**config.mk**
```make
export PLATFORM = sky130hd
export DESIGN_NAME = vga_pattern_ctrl_flat
export DESIGN_NICKNAME = d
export VERILOG_FILES = /design/src/rtl/vga_pattern_ctrl_if.sv /design/src/rtl/vga_pattern_ctrl.sv /design/src/flat_wrapper.sv
export SDC_FILE = /design/constraint.sdc
export NUM_CORES = 1
export LEC_CHECK = 0
export CAP_MARGIN = 20
export CELL_PAD_IN_SITES_DETAIL_PLACEMENT = 0
export CELL_PAD_IN_SITES_GLOBAL_PLACEMENT = 1
export CORE_ASPECT_RATIO = 1.5
export CORE_MARGIN = 2
export CORE_UTILIZATION = 40
export CTS_CLUSTER_SIZE = 30
export DETAILED_ROUTE_END_ITERATION = 12
export PLACE_DENSITY = 0.8
export SYNTH_ARGS = -nofsm -noshare
export SYNTH_HDL_FRONTEND = slang
export SYNTH_SLANG_ARGS = --single-unit
```
**constraint.sdc**
```tcl
create_clock -name i_clk -period 2.7 [get_ports i_clk]
set_clock_uncertainty 0.1 [all_clocks]
set_input_delay 0.405 -clock i_clk [delete_from_list [all_inputs] [get_ports i_clk]]
set_output_delay 0.405 -clock i_clk [all_outputs]
set_load 0.05 [all_outputs]
```
**src/rtl/vga_pattern_ctrl_if.sv**
```systemverilog
// Signal bundle between the UART/sync-generator side and vga_pattern_ctrl.
// master drives the command/vblank inputs; slave is the controller.
interface vga_pattern_ctrl_if;
    logic       i_rx_dv;
    logic [7:0] i_rx_byte;
    logic       i_vblank;
    logic [2:0] o_pattern;
    logic [2:0] o_red;
    logic [2:0] o_grn;
    logic [2:0] o_blu;
    logic       o_auto;
    logic [7:0] o_frame_cnt;
    logic       o_frame_start;
    logic       o_cmd_err;
    logic       o_tx_dv;
    logic [7:0] o_tx_byte;

    modport master (
        output i_rx_dv, i_rx_byte, i_vblank,
        input  o_pattern, o_red, o_grn, o_blu, o_auto, o_frame_cnt,
        input  o_frame_start, o_cmd_err, o_tx_dv, o_tx_byte
    );

    modport slave (
        input  i_rx_dv, i_rx_byte, i_vblank,
        output o_pattern, o_red, o_grn, o_blu, o_auto, o_frame_cnt,
        output o_frame_start, o_cmd_err, o_tx_dv, o_tx_byte
    );
endinterface

```
**src/rtl/vga_pattern_ctrl.sv**
```systemverilog
// UART command decoder that stages pattern/colour/auto settings and commits them at vblank rise.
// Optional UART echo of accept/reject status: define VGA_PATTERN_CTRL_ECHO_EN.
module vga_pattern_ctrl #(
    parameter int unsigned NUM_PATTERNS = 4,
    parameter int unsigned AUTO_FRAMES  = 60
) (
    input logic               i_clk,
    input logic               i_rst,
    vga_pattern_ctrl_if.slave bus
);

    typedef enum logic {StIdle, StWaitArg} dec_state_e;
    typedef enum logic [1:0] {ChRed, ChGrn, ChBlu} chan_e;

    localparam logic [2:0] LastPat = 3'(NUM_PATTERNS - 1);
    localparam logic [7:0] LastCnt = 8'(AUTO_FRAMES - 1);

    dec_state_e state_q, state_d;
    chan_e      chan_q, chan_d;
    logic       pat_wr, auto_tgl, lvl_wr, cmd_err;
    logic       is_digit;
    logic [2:0] digit;

    logic       vb_q, frame_edge;
    logic [2:0] pat_p_q, red_p_q, grn_p_q, blu_p_q;
    logic       auto_p_q, manual_q;
    logic [7:0] auto_cnt_q, auto_cnt_d;
    logic [2:0] pat_next;

    logic [2:0] pattern_q, red_q, grn_q, blu_q;
    logic       auto_q, frame_start_q, cmd_err_q;
    logic [7:0] frame_cnt_q;

    assign is_digit   = (bus.i_rx_byte[7:3] == 5'b00110);
    assign digit      = bus.i_rx_byte[2:0];
    assign frame_edge = bus.i_vblank & ~vb_q;

    always_comb begin : decode
        state_d  = state_q;
        chan_d   = chan_q;
        pat_wr   = 1'b0;
        auto_tgl = 1'b0;
        lvl_wr   = 1'b0;
        cmd_err  = 1'b0;
        if (bus.i_rx_dv) begin
            unique case (state_q)
                StIdle: begin
                    if (is_digit) begin
                        if (32'(digit) < NUM_PATTERNS) pat_wr = 1'b1;
                        else                           cmd_err = 1'b1;
                    end else begin
                        case (bus.i_rx_byte)
                            8'h41: auto_tgl = 1'b1;
                            8'h52: begin chan_d = ChRed; state_d = StWaitArg; end
                            8'h47: begin chan_d = ChGrn; state_d = StWaitArg; end
                            8'h42: begin chan_d = ChBlu; state_d = StWaitArg; end
                            default: cmd_err = 1'b1;
                        endcase
                    end
                end
                StWaitArg: begin
                    state_d = StIdle;
                    if (is_digit) lvl_wr  = 1'b1;
                    else          cmd_err = 1'b1;
                end
            endcase
        end
    end

    // A pending manual select overrides the auto advance and restarts the frame count.
    always_comb begin : auto_step
        pat_next   = pat_p_q;
        auto_cnt_d = auto_cnt_q;
        if (frame_edge) begin
            if (!auto_p_q || manual_q) begin
                auto_cnt_d = '0;
            end else if (auto_cnt_q == LastCnt) begin
                auto_cnt_d = '0;
                pat_next   = (pat_p_q == LastPat) ? 3'd0 : pat_p_q + 3'd1;
            end else begin
                auto_cnt_d = auto_cnt_q + 8'd1;
            end
        end
    end

    always_ff @(posedge i_clk or posedge i_rst) begin : dec_regs
        if (i_rst) begin
            state_q   <= StIdle;
            chan_q    <= ChRed;
            cmd_err_q <= 1'b0;
            vb_q      <= 1'b0;
        end else begin
            state_q   <= state_d;
            chan_q    <= chan_d;
            cmd_err_q <= cmd_err;
            vb_q      <= bus.i_vblank;
        end
    end

    // Byte writes come after the commit so a byte landing on a boundary goes to the next frame.
    always_ff @(posedge i_clk or posedge i_rst) begin : pending_regs
        if (i_rst) begin
            pat_p_q    <= 3'd0;
            red_p_q    <= 3'd7;
            grn_p_q    <= 3'd7;
            blu_p_q    <= 3'd7;
            auto_p_q   <= 1'b0;
            manual_q   <= 1'b0;
            auto_cnt_q <= 8'd0;
        end else begin
            auto_cnt_q <= auto_cnt_d;
            if (frame_edge) begin
                pat_p_q  <= pat_next;
                manual_q <= 1'b0;
            end
            if (pat_wr) begin
                pat_p_q  <= digit;
                manual_q <= 1'b1;
            end
            if (auto_tgl) auto_p_q <= ~auto_p_q;
            if (lvl_wr) begin
                case (chan_q)
                    ChRed:   red_p_q <= digit;
                    ChGrn:   grn_p_q <= digit;
                    ChBlu:   blu_p_q <= digit;
                    default: ;
                endcase
            end
        end
    end

    always_ff @(posedge i_clk or posedge i_rst) begin : active_regs
        if (i_rst) begin
            pattern_q     <= 3'd0;
            red_q         <= 3'd7;
            grn_q         <= 3'd7;
            blu_q         <= 3'd7;
            auto_q        <= 1'b0;
            frame_cnt_q   <= 8'd0;
            frame_start_q <= 1'b0;
        end else begin
            frame_start_q <= frame_edge;
            if (frame_edge) begin
                pattern_q   <= pat_next;
                red_q       <= red_p_q;
                grn_q       <= grn_p_q;
                blu_q       <= blu_p_q;
                auto_q      <= auto_p_q;
                frame_cnt_q <= frame_cnt_q + 8'd1;
            end
        end
    end

    assign bus.o_pattern     = pattern_q;
    assign bus.o_red         = red_q;
    assign bus.o_grn         = grn_q;
    assign bus.o_blu         = blu_q;
    assign bus.o_auto        = auto_q;
    assign bus.o_frame_cnt   = frame_cnt_q;
    assign bus.o_frame_start = frame_start_q;
    assign bus.o_cmd_err     = cmd_err_q;

`ifdef VGA_PATTERN_CTRL_ECHO_EN
    logic       tx_dv_q;
    logic [7:0] tx_byte_q;

    always_ff @(posedge i_clk or posedge i_rst) begin : echo_regs
        if (i_rst) begin
            tx_dv_q   <= 1'b0;
            tx_byte_q <= 8'h00;
        end else begin
            tx_dv_q <= bus.i_rx_dv;
            if (bus.i_rx_dv) tx_byte_q <= cmd_err ? 8'h3F : 8'h4B;
        end
    end

    assign bus.o_tx_dv   = tx_dv_q;
    assign bus.o_tx_byte = tx_byte_q;
`else
    assign bus.o_tx_dv   = 1'b0;
    assign bus.o_tx_byte = 8'h00;
`endif

endmodule

```
**src/flat_wrapper.sv**
```systemverilog
// flat-port wrapper written by rule: the top's interface ports become plain ports
module vga_pattern_ctrl_flat 
#(
    parameter int unsigned NUM_PATTERNS = 4,
    parameter int unsigned AUTO_FRAMES  = 60
)
  (i_clk, i_rst, bus_i_rx_dv, bus_i_rx_byte, bus_i_vblank, bus_o_pattern, bus_o_red, bus_o_grn, bus_o_blu, bus_o_auto, bus_o_frame_cnt, bus_o_frame_start, bus_o_cmd_err, bus_o_tx_dv, bus_o_tx_byte);
  vga_pattern_ctrl_if bus_i ();
  input logic i_clk;
  input logic i_rst;
  input wire logic [$bits(bus_i.i_rx_dv)-1:0] bus_i_rx_dv;
  input wire logic [$bits(bus_i.i_rx_byte)-1:0] bus_i_rx_byte;
  input wire logic [$bits(bus_i.i_vblank)-1:0] bus_i_vblank;
  output wire logic [$bits(bus_i.o_pattern)-1:0] bus_o_pattern;
  output wire logic [$bits(bus_i.o_red)-1:0] bus_o_red;
  output wire logic [$bits(bus_i.o_grn)-1:0] bus_o_grn;
  output wire logic [$bits(bus_i.o_blu)-1:0] bus_o_blu;
  output wire logic [$bits(bus_i.o_auto)-1:0] bus_o_auto;
  output wire logic [$bits(bus_i.o_frame_cnt)-1:0] bus_o_frame_cnt;
  output wire logic [$bits(bus_i.o_frame_start)-1:0] bus_o_frame_start;
  output wire logic [$bits(bus_i.o_cmd_err)-1:0] bus_o_cmd_err;
  output wire logic [$bits(bus_i.o_tx_dv)-1:0] bus_o_tx_dv;
  output wire logic [$bits(bus_i.o_tx_byte)-1:0] bus_o_tx_byte;
  assign bus_i.i_rx_dv = bus_i_rx_dv;
  assign bus_i.i_rx_byte = bus_i_rx_byte;
  assign bus_i.i_vblank = bus_i_vblank;
  assign bus_o_pattern = bus_i.o_pattern;
  assign bus_o_red = bus_i.o_red;
  assign bus_o_grn = bus_i.o_grn;
  assign bus_o_blu = bus_i.o_blu;
  assign bus_o_auto = bus_i.o_auto;
  assign bus_o_frame_cnt = bus_i.o_frame_cnt;
  assign bus_o_frame_start = bus_i.o_frame_start;
  assign bus_o_cmd_err = bus_i.o_cmd_err;
  assign bus_o_tx_dv = bus_i.o_tx_dv;
  assign bus_o_tx_byte = bus_i.o_tx_byte;
  vga_pattern_ctrl #(.NUM_PATTERNS(NUM_PATTERNS), .AUTO_FRAMES(AUTO_FRAMES)) u_core (.i_clk(i_clk), .i_rst(i_rst), .bus(bus_i));
endmodule
```
== Word level (Yosys, flattened, before mapping) ==
Index checks and enable logic that the tools add are counted.

* Register bits: 49
* Latch bits: 0
* RAM bits: 0
* Memory bits (read-only): 0
* Input bits: 12
* Output and inout port bits: 32
* Memories: 0

* Add/subtract/negate cells: 3
* Multiply operators: 0
* Div/mod/pow operators: 0
* Order comparisons: 1
* Equality and inequality tests: 9
* Shift-type cells: 0
* Multiplexer cells: 30
* Bitwise logic cells: 5
* Reductions and logical operators: 11

{| class="wikitable"
|+ Operator list
! operator !! number
|-
| 8-bit by 7-bit equality test with 1-bit output (second input constant) || 4
|-
| 1-bit 2-to-1 mux || 20
|-
| 8-bit by 1-bit adder with 8-bit output (second input constant) || 2
|-
| 8-bit 2-to-1 mux || 2
|-
| 3-bit 2-to-1 mux || 5
|-
| 8-bit by 6-bit equality test with 1-bit output (second input constant) || 1
|-
| 2-bit one-hot mux with 3 select lines || 1
|-
| 2-bit AND reduction || 3
|-
| 5-bit by 3-bit equality test with 1-bit output (second input constant) || 1
|-
| 1-bit inverter || 4
|-
| 1-bit one-hot mux with 2 select lines || 2
|-
| 4-bit AND reduction || 1
|-
| 4-bit OR reduction || 1
|-
| 3-bit by 1-bit adder with 3-bit output (second input constant) || 1
|-
| 3-bit by 2-bit equality test with 1-bit output (second input constant) || 1
|-
| 3-bit < comparator (second input constant) || 1
|-
| 3-bit nonzero test || 1
|-
| 3-bit OR reduction || 1
|-
| 2-bit by 1-bit equality test with 1-bit output (second input constant) || 1
|-
| 2-bit equality test (second input constant) || 1
|-
| 2-bit zero test || 1
|-
| 2-bit nonzero test || 1
|-
| 1-bit AND || 1
|-
| 1-bit zero test || 1
|-
| 1-bit logical OR || 1
|}

== Longest topological paths before layout ==
Gate-level depths: netlist of run 1.

* Depth in word-level cells: 6
* Mapped depth: 7

== Least setup slack after synthesis of run 1 ==
No wires, ideal clock.

* Path type: in2reg
* From: in bus_i_rx_byte[3]
* To: reg u_core.red_p_q[0]
* Library setup time: 0.082 ns
* Arrival time: 1.504 ns
* Data required time: 2.518 ns
* Path slack: 1.014 ns
* Stages: 4
* Buffers on the path: 0
* Path through: nor4b_4 -> and4_4 -> nor3b_4 -> mux2_2

* Longest elaborated chain between the ends: 5

{| class="wikitable"
|+ RTL lines
! item !! line !! source
|-
| start: declaration || flat_wrapper.sv:12 || <nowiki>input wire logic [$bits(bus_i.i_rx_byte)-1:0] bus_i_rx_byte;</nowiki>
|-
| 5-bit by 3-bit equality test with 1-bit output || vga_pattern_ctrl.sv:34 || <nowiki>assign is_digit = (bus.i_rx_byte[7:3] == 5'b00110);</nowiki>
|-
| 1-bit 2-to-1 mux || vga_pattern_ctrl.sv:63 || <nowiki>if (is_digit) lvl_wr = 1'b1;</nowiki>
|-
| 1-bit 2-to-1 mux || vga_pattern_ctrl.sv:46 || <nowiki>unique case (state_q)</nowiki>
|-
| 1-bit 2-to-1 mux || vga_pattern_ctrl.sv:45 || <nowiki>if (bus.i_rx_dv) begin</nowiki>
|-
| 2-bit AND reduction (no source line) || - ||
|-
| end signal: assignment || vga_pattern_ctrl.sv:123 || <nowiki>ChRed: red_p_q <= digit;</nowiki>
|-
| end: declaration || vga_pattern_ctrl.sv:25 || <nowiki>logic [2:0] pat_p_q, red_p_q, grn_p_q, blu_p_q;</nowiki>
|}

No other way between the ends.
A chain may end at the register's enable or synchronous reset.

== Worst setup path in the final report of run 1 ==
* From: reg u_core.grn_q[2] (netlist: u_core.bus.o_grn[2])
* To: out bus_o_grn[2]

{| class="wikitable"
|+ RTL lines
! item !! line !! source
|-
| start: declaration || vga_pattern_ctrl.sv:30 || <nowiki>logic [2:0] pattern_q, red_q, grn_q, blu_q;</nowiki>
|-
| start signal: assignment || vga_pattern_ctrl.sv:146 || <nowiki>grn_q <= grn_p_q;</nowiki>
|-
| end: declaration || flat_wrapper.sv:16 || <nowiki>output wire logic [$bits(bus_i.o_grn)-1:0] bus_o_grn;</nowiki>
|}

No word-level cell between the ends.

==> impl_metrics.env, run 1 <==
export IMPL_count_of_buffers_added_by_post_cts_timing_repair_for_setup=0
export IMPL_p_switching_uw=578
export IMPL_cell_type_with_the_largest_total_area_after_synthesis="sky130_fd_sc_hd__dfrtp_1"
export IMPL_cts_made_buffers=5
export IMPL_adder_cell_share_of_the_synthesized_area=0.0163
export IMPL_crit_buf_inv=1
export IMPL_ys_warn_count=0
export IMPL_finalInstanceArea_sq_um=2780
export IMPL_detailedRoute_firstPassIterationCount=4
export IMPL_synth_top_area_share=0.337
export IMPL_synth_sequential_area_ratio=0.542
export IMPL_horizontal_extent_of_the_die_um=66.0
export IMPL_cts_hold_buf=0
export IMPL_syn_area_per_cell_sq_um=10.6
export IMPL_pwr_cell_area_nw_per_um2=629
export IMPL_place_inst=316
export IMPL_final_cell_count_no_fill=324
export IMPL_die_height_um=97.0
export IMPL_detailedPlace_worstSlack_ns=0.438
export IMPL_post_synth_most_frequent_cells="42 x sky130_fd_sc_hd__nand2_1, 31 x sky130_fd_sc_hd__dfrtp_1, 18 x sky130_fd_sc_hd__dfstp_2"
export IMPL_timing_critical_path_slowest_stage_cell="sky130_fd_sc_hd__clkdlybuf4s50_1"
export IMPL_slowest_delay_ns=0.81
export IMPL_max_cap_violations=0
export IMPL_row_count=33
export IMPL_max_freq_mhz=465
export IMPL_worstSetupStartpointType="register"
export IMPL_cts_htree_levels=2
export IMPL_area_added_between_synthesis_and_finish_pct=20.7
export IMPL_synth_top_family_by_area="simple AND/OR/NAND/NOR gates"
export IMPL_fin_ws_ns=0.550
export IMPL_route_detailed_vias_per_inst=5.04
export IMPL_floorplan_initialDensity=0.417
export IMPL_status="finished, final reports clean"
export IMPL_synthSimpleGateAreaFrac=0.204
export IMPL_synth_async_sr_flop_share=1.00
export IMPL_ir_drop_uv=245
export IMPL_worst_endpoint_required_ns=2.19
export IMPL_layout_drive_gt1_share=0.177
export IMPL_antenna_violating_nets_post_route=0
export IMPL_ctsResizeCount=0
export IMPL_power_internal_mw=1.17
export IMPL_ys_ff_latch=49
export IMPL_fp_dieArea_sq_um=6400
export IMPL_clk_pin_slew_ns=0.08
export IMPL_rsz0062_at_grt="false"
export IMPL_finalWorstPathRequiredPeriod_ns=2.15
export IMPL_maxSlewHeadroom=0.601
export IMPL_endpoint_type_of_the_worst_setup_path="output pin"
export IMPL_totalWireLength_mm=4.16
export IMPL_synth_xor_xnor_area_share=0.0570
export IMPL_hold_violations=0
export IMPL_worst_skew_pair_late_latency_ns=0.29
export IMPL_remaining_drc_errors=0
export IMPL_finalSetupViolCount=0
export IMPL_final_period_utilization=0.796
export IMPL_gp_routability_congestion=0.764
export IMPL_swShare=0.330
export IMPL_tightestPinTransition_ns=0.599
export IMPL_seq_area_sq_um=1250
export IMPL_fin_hold_ws_ns=0.356
export IMPL_timing_setup_critical_path_class="register to output pin"
export IMPL_cts_root_buffer_cell="sky130_fd_sc_hd__clkbuf_8"
export IMPL_synth_area_top_cells="sky130_fd_sc_hd__dfrtp_1 34%, sky130_fd_sc_hd__dfstp_2 21%, sky130_fd_sc_hd__nand2_1 6.8%"
export IMPL_reg2reg_from="u_core.auto_cnt_q[0]$_DFFE_PP0P_"
export IMPL_pwr_share_clk=0.263
export IMPL_syn_area_sq_um=2300
export IMPL_worstHoldStart="u_core.blu_p_q[1]$_DFFE_PP1P_"
export IMPL_core_region_area_sq_um=5530
export IMPL_placed_wire_length_estimate_mm=3.06
export IMPL_critical_path_arrival_ns=1.64
export IMPL_io_pin_count=44
export IMPL_routed_via_count=1633
export IMPL_cts_tree="yes"
export IMPL_final_util=0.503
export IMPL_grt_start_max_net_pins=50
export IMPL_synth_area_mux_share=0.0613
export IMPL_worstPathCellList="clkdlybuf4s50_1"
export IMPL_critical_path_startpoint="u_core.bus.o_grn[2]$_DFFE_PP1P_"
export IMPL_seqPwrFrac=0.488
export IMPL_edff_count_synth=0
export IMPL_most_used_standard_cell_by_instance_count_after_synthesis="sky130_fd_sc_hd__nand2_1"
export IMPL_first_iter_violations=61
export IMPL_first_global_vias=1605
export IMPL_power_mw=1.75
export IMPL_post_synth_num_cell_types=39
export IMPL_setup_total_negative_slack_ns=0
export IMPL_all_layer_global_routing_usage=0.146
export IMPL_tritoncts_num_sinks=49
export IMPL_max_clock_path_buffers=2
export IMPL_synth_compound_area_share=0.0559
export IMPL_antenna_found_initial=0
export IMPL_multiInputGateArea_sq_um=943
export IMPL_synth_ff_type="sky130_fd_sc_hd__dfrtp_1"
export IMPL_placed_area_sq_um=2680
export IMPL_numPortBuffers=34
export IMPL_cpLargestDelayFamily="buffers and inverters"
export IMPL_global_route_overflow_total=0
export IMPL_synth_cells=217
export IMPL_power_frac_comb=0.248
export IMPL_critical_path_max_fanout=2
export IMPL_final_max_slew_violation_count=0
export IMPL_final_net_count=268
export IMPL_power_leakage_nw=1.26
export IMPL_final_fill_count=555
export IMPL_detail_route_wl_per_cell_um=12.8
export IMPL_holdCritPathClass="register to register"
export IMPL_grt_pass1_wl_mm=7.27
export IMPL_inserted_diodes=0
## layer usage
layer	routed length (um)	share of wire	track usage
met1	1690	0.41	0.168
met2	2270	0.54	0.260
met3	140	0.034	0.0291
met4	67	0.016	0.0518
met5	0	0	0
## power groups by stage
stage / logic, mW / clock network (mW) / registers [mW]
after floorplan: 0.156 / 0 / 1.01
after global placement: 0.436 / 0 / 0.868
after detailed placement: 0.439 / 0 / 0.871
after CTS: 0.440 / 0.479 / 0.857
after global routing: 0.468 / 0.510 / 0.867
final: 0.435 / 0.461 / 0.855
## layout make-up
| type | count | share of cell area |
|---|---|---|
| flip-flops and latches | 49 | 0.449 |
| clock inverters | 1 | 0.00180 |
| well taps | 70 | 0.0315 |
| clock buffers | 7 | 0.0346 |
| repair buffers | 39 | 0.136 |
| multi-input cells | 152 | 0.339 |
| inverters | 6 | 0.00810 |
## sequential cells by signal, summed over array words and instances, names as in the netlist
register                  flops
u_core.vb_q                   1
u_core.bus.o_cmd_err          1
u_core.bus.o_pattern          3
u_core.auto_cnt_q             8
u_core.bus.o_frame_start      1
u_core.red_p_q                3
u_core.pat_p_q                3
u_core.manual_q               1
u_core.bus.o_grn              3
u_core.bus.o_frame_cnt        8
u_core.blu_p_q                3
u_core.bus.o_auto             1
u_core.bus.o_red              3
u_core.auto_p_q               1
u_core.state_q                1
u_core.chan_q                 2
u_core.grn_p_q                3
u_core.bus.o_blu              3
## kinds of logic (layout without fill, tap and decap cells)
family	after synthesis	count (layout)
simple gates	91	91
flops	49	49
buf+inv	24	53
compound gates	21	21
xor+xnor	15	15
mux	13	13
fa+ha+maj	3	3
other cells	1	9
## cell usage in the layout (no fill, tap or decap)
master	synthesis	layout
sky130_fd_sc_hd__nor3_1	2	2
sky130_fd_sc_hd__dfrtp_1	31	31
sky130_fd_sc_hd__clkdlybuf4s50_1	0	34
sky130_fd_sc_hd__nor4b_1	1	1
sky130_fd_sc_hd__o22ai_1	1	1
sky130_fd_sc_hd__nor3b_4	1	1
sky130_fd_sc_hd__a21bo_2	1	1
sky130_fd_sc_hd__inv_1	6	5
sky130_fd_sc_hd__nor4_1	2	2
sky130_fd_sc_hd__nor4b_4	1	1
sky130_fd_sc_hd__mux2_2	9	9
sky130_fd_sc_hd__a21oi_1	6	6
sky130_fd_sc_hd__a21o_1	1	1
sky130_fd_sc_hd__buf_4	10	5
sky130_fd_sc_hd__and4_1	1	1
sky130_fd_sc_hd__o21ai_0	8	8
sky130_fd_sc_hd__nand2_1	42	42
sky130_fd_sc_hd__nand2b_1	2	2
sky130_fd_sc_hd__clkinv_2	0	1
sky130_fd_sc_hd__dfstp_2	18	18
sky130_fd_sc_hd__conb_1	1	9
sky130_fd_sc_hd__ha_1	3	3
sky130_fd_sc_hd__o211a_1	1	1
sky130_fd_sc_hd__and2_1	2	2
sky130_fd_sc_hd__xnor2_1	8	8
sky130_fd_sc_hd__nand4_1	9	9
sky130_fd_sc_hd__nand3b_1	2	2
sky130_fd_sc_hd__nor2_1	11	11
sky130_fd_sc_hd__nor2b_1	3	3
sky130_fd_sc_hd__and3_1	4	4
sky130_fd_sc_hd__nand3_1	6	6
sky130_fd_sc_hd__a41oi_1	1	1
sky130_fd_sc_hd__a22oi_1	1	1
sky130_fd_sc_hd__mux2i_1	4	4
sky130_fd_sc_hd__nor3b_1	1	1
sky130_fd_sc_hd__xor2_1	7	7
sky130_fd_sc_hd__and4_4	1	1
sky130_fd_sc_hd__inv_2	0	1
sky130_fd_sc_hd__clkbuf_8	0	7
sky130_fd_sc_hd__a211o_1	1	1
## final timing paths
kind / endpoint / slack, ns / cells after the start
max in group asynchronous: u_core.pat_p_q[1]$_DFFE_PP0P_ / 1.62 / 3
min in group asynchronous: u_core.bus.o_frame_start$_DFF_PP0_ / 0.48 / 3
min: u_core.bus.o_blu[1]$_DFFE_PP1P_ / 0.36 / 2
max reg2reg: u_core.auto_cnt_q[5]$_DFFE_PP0P_ / 0.82 / 5
max: bus_o_grn[2] / 0.55 / 1
min reg2reg: u_core.bus.o_blu[1]$_DFFE_PP1P_ / 0.36 / 2
No activity file was read; power rests on OpenSTA's default activity.
==> run 2, diff against run 1 <==
clock period = 2.2 ns   (was 2.7 ns; I/O delays follow)
==> impl_metrics.env, run 2 (synthesized netlist as in run 1, its figures left out) <==
export IMPL_all_layer_global_routing_usage=0.138
export IMPL_gr_usage_met2=0.229
export IMPL_setup_total_negative_slack_ns=0
export IMPL_final_cell_count_no_fill=328
export IMPL_cts_hold_buf=0
export IMPL_critical_path_max_fanout=2
export IMPL_seqPwrFrac=0.496
export IMPL_final_period_utilization=0.945
export IMPL_regToRegSetupSlack_ns=0.31
export IMPL_power_leakage_nw=1.27
export IMPL_cts_tree="yes"
export IMPL_clk_pin_slew_ns=0.09
export IMPL_tightestPinTransition_ns=0.523
export IMPL_power_mw=2.11
export IMPL_swShare=0.345
export IMPL_ir_drop_uv=383
export IMPL_maxSlewHeadroom=0.650
export IMPL_grt_start_max_net_pins=50
export IMPL_first_global_vias=1483
export IMPL_fin_hold_ws_ns=0.268
export IMPL_routed_via_count=1628
export IMPL_core_region_area_sq_um=5530
export IMPL_floorplan_initialDensity=0.417
export IMPL_finalSetupViolCount=0
export IMPL_first_iter_violations=87
export IMPL_worstSetupStartpointType="register"
export IMPL_cts_root_buffer_cell="sky130_fd_sc_hd__clkbuf_8"
export IMPL_io_pin_count=44
export IMPL_row_count=33
export IMPL_max_cap_violations=0
export IMPL_critical_path_arrival_ns=1.65
export IMPL_tritoncts_num_sinks=49
export IMPL_most_common_cell_after_layout_fill_and_taps_aside="sky130_fd_sc_hd__nand2_1"
export IMPL_max_freq_mhz=481
export IMPL_pwr_cell_area_nw_per_um2=751
export IMPL_endpoint_type_of_the_worst_setup_path="output pin"
export IMPL_max_clock_path_buffers=2
export IMPL_hold_violations=0
export IMPL_cts_made_buffers=5
export IMPL_area_added_between_synthesis_and_finish_pct=21.9
export IMPL_count_of_buffers_added_by_post_cts_timing_repair_for_setup=0
export IMPL_finalWorstPathRequiredPeriod_ns=2.08
export IMPL_die_height_um=97.0
export IMPL_inserted_diodes=0
export IMPL_crit_buf_inv=1
export IMPL_fp_dieArea_sq_um=6400
export IMPL_ctsResizeCount=0
export IMPL_grt_pass1_wl_mm=6.91
export IMPL_gp_routability_congestion=0.781
export IMPL_final_max_slew_violation_count=0
export IMPL_globalRoute_busiestLayer="met2"
export IMPL_antenna_violating_nets_post_route=0
export IMPL_global_route_overflow_total=0
export IMPL_placed_wire_length_estimate_mm=3.03
export IMPL_layout_drive_gt1_share=0.190
export IMPL_rsz0062_at_grt="false"
export IMPL_detail_route_wl_per_cell_um=12.8
export IMPL_totalWireLength_mm=4.19
export IMPL_timing_setup_critical_path_class="register to output pin"
export IMPL_reg2reg_from="u_core.auto_cnt_q[0]$_DFFE_PP0P_"
export IMPL_antenna_found_initial=0
export IMPL_route_detailed_vias_per_inst=4.96
export IMPL_power_internal_mw=1.38
export IMPL_met3_usage=0.0326
export IMPL_worstPathCellList="clkdlybuf4s50_1"
export IMPL_layout_common_cells="42 x sky130_fd_sc_hd__nand2_1, 34 x sky130_fd_sc_hd__clkdlybuf4s50_1, 31 x sky130_fd_sc_hd__dfrtp_1, 18 x sky130_fd_sc_hd__dfstp_2, 11 x sky130_fd_sc_hd__nor2_1"
export IMPL_slowest_delay_ns=0.81
export IMPL_worst_endpoint_required_ns=1.77
export IMPL_p_switching_uw=728
export IMPL_cpLargestDelayFamily="buffers and inverters"
export IMPL_final_net_count=272
export IMPL_worst_skew_pair_late_latency_ns=0.30
export IMPL_use_met1=0.171
export IMPL_place_inst=320
export IMPL_numPortBuffers=34
export IMPL_horizontal_extent_of_the_die_um=66.0
export IMPL_pwr_share_clk=0.246
export IMPL_r2r_worst_path_cells=5
export IMPL_holdCritPathClass="input pin to async pin"
export IMPL_remaining_drc_errors=0
export IMPL_power_frac_comb=0.258
export IMPL_status="finished, final reports clean"
export IMPL_r2r_end="u_core.pat_p_q[0]$_DFFE_PP0P_"
export IMPL_detailedRoute_firstPassIterationCount=4
export IMPL_timing_critical_path_slowest_stage_cell="sky130_fd_sc_hd__clkdlybuf4s50_1"
export IMPL_cts_htree_levels=2
-- run 2: tightest hold or removal path, stage by stage --
cell and delay, ns:
sky130_fd_sc_hd__clkdlybuf4s50_1 0.41, sky130_fd_sc_hd__inv_2 0.07, sky130_fd_sc_hd__buf_12 0.24
-- run 2: how the worst max path moves through the flow --
| stage | endpoint | cells after the start | startpoint |
|---|---|---|---|
| final | bus_o_grn[0] | 1 | u_core.bus.o_grn[0]$_DFFE_PP1P_ |
| after global routing | bus_o_grn[0] | 1 | u_core.bus.o_grn[0]$_DFFE_PP1P_ |
| after CTS | bus_o_grn[0] | 1 | u_core.bus.o_grn[0]$_DFFE_PP1P_ |
| after detailed placement | u_core.red_p_q[2]$_DFFE_PP1P_ | 5 | bus_i_rx_byte[3] |
| after global placement | u_core.red_p_q[0]$_DFFE_PP1P_ | 5 | bus_i_rx_byte[3] |
| after floorplan | u_core.pat_p_q[0]$_DFFE_PP0P_ | 5 | u_core.auto_cnt_q[0]$_DFFE_PP0P_ |
-- run 2: power by group through the flow --
stage	Sequential, mW	Clock (mW)	Combinational, mW
6_report	1.05	0.518	0.544
5_1_grt	1.06	0.578	0.576
4_1_cts	1.05	0.541	0.551
3_5_place_dp	1.07	0	0.550
3_3_place_gp	1.06	0	0.544
2_1_floorplan	1.25	0	0.191
-- run 2: area by class of cell --
class                      count  area, sq um
fill                         523         2720
sequential                    49         1250
timing repair buffer          43          420
tap                           70         87.6
inverter                       6         22.5
clock inverter                 3         17.5
clock buffer                   5         68.8
multi-input combinational    152          943
-- run 2: routing by layer --
metal	share of wire	vias up	wire (um)
li1	-	792	-
met1	0.41	800	1740
met2	0.53	30	2240
met3	0.035	6	148
met4	0.016	0	67
met5	0	-	0
-- run 2: stage by stage --
stage	setup slack, ns	instance area [sq um]	util
detailed placement	-0.00640	2720	0.492
global route	0.0689	2810	0.508
floorplan	0.570	2330	-
global placement	0.0401	2720	0.492
finish	0.120	2810	0.508
CTS	0.0990	2810	0.508
==> run 3, diff against run 2 <==
CTS_CLUSTER_SIZE = 28   (was 30)
==> results of run 3 <==
Final layout, timing and power as in run 2 (identical DEF).
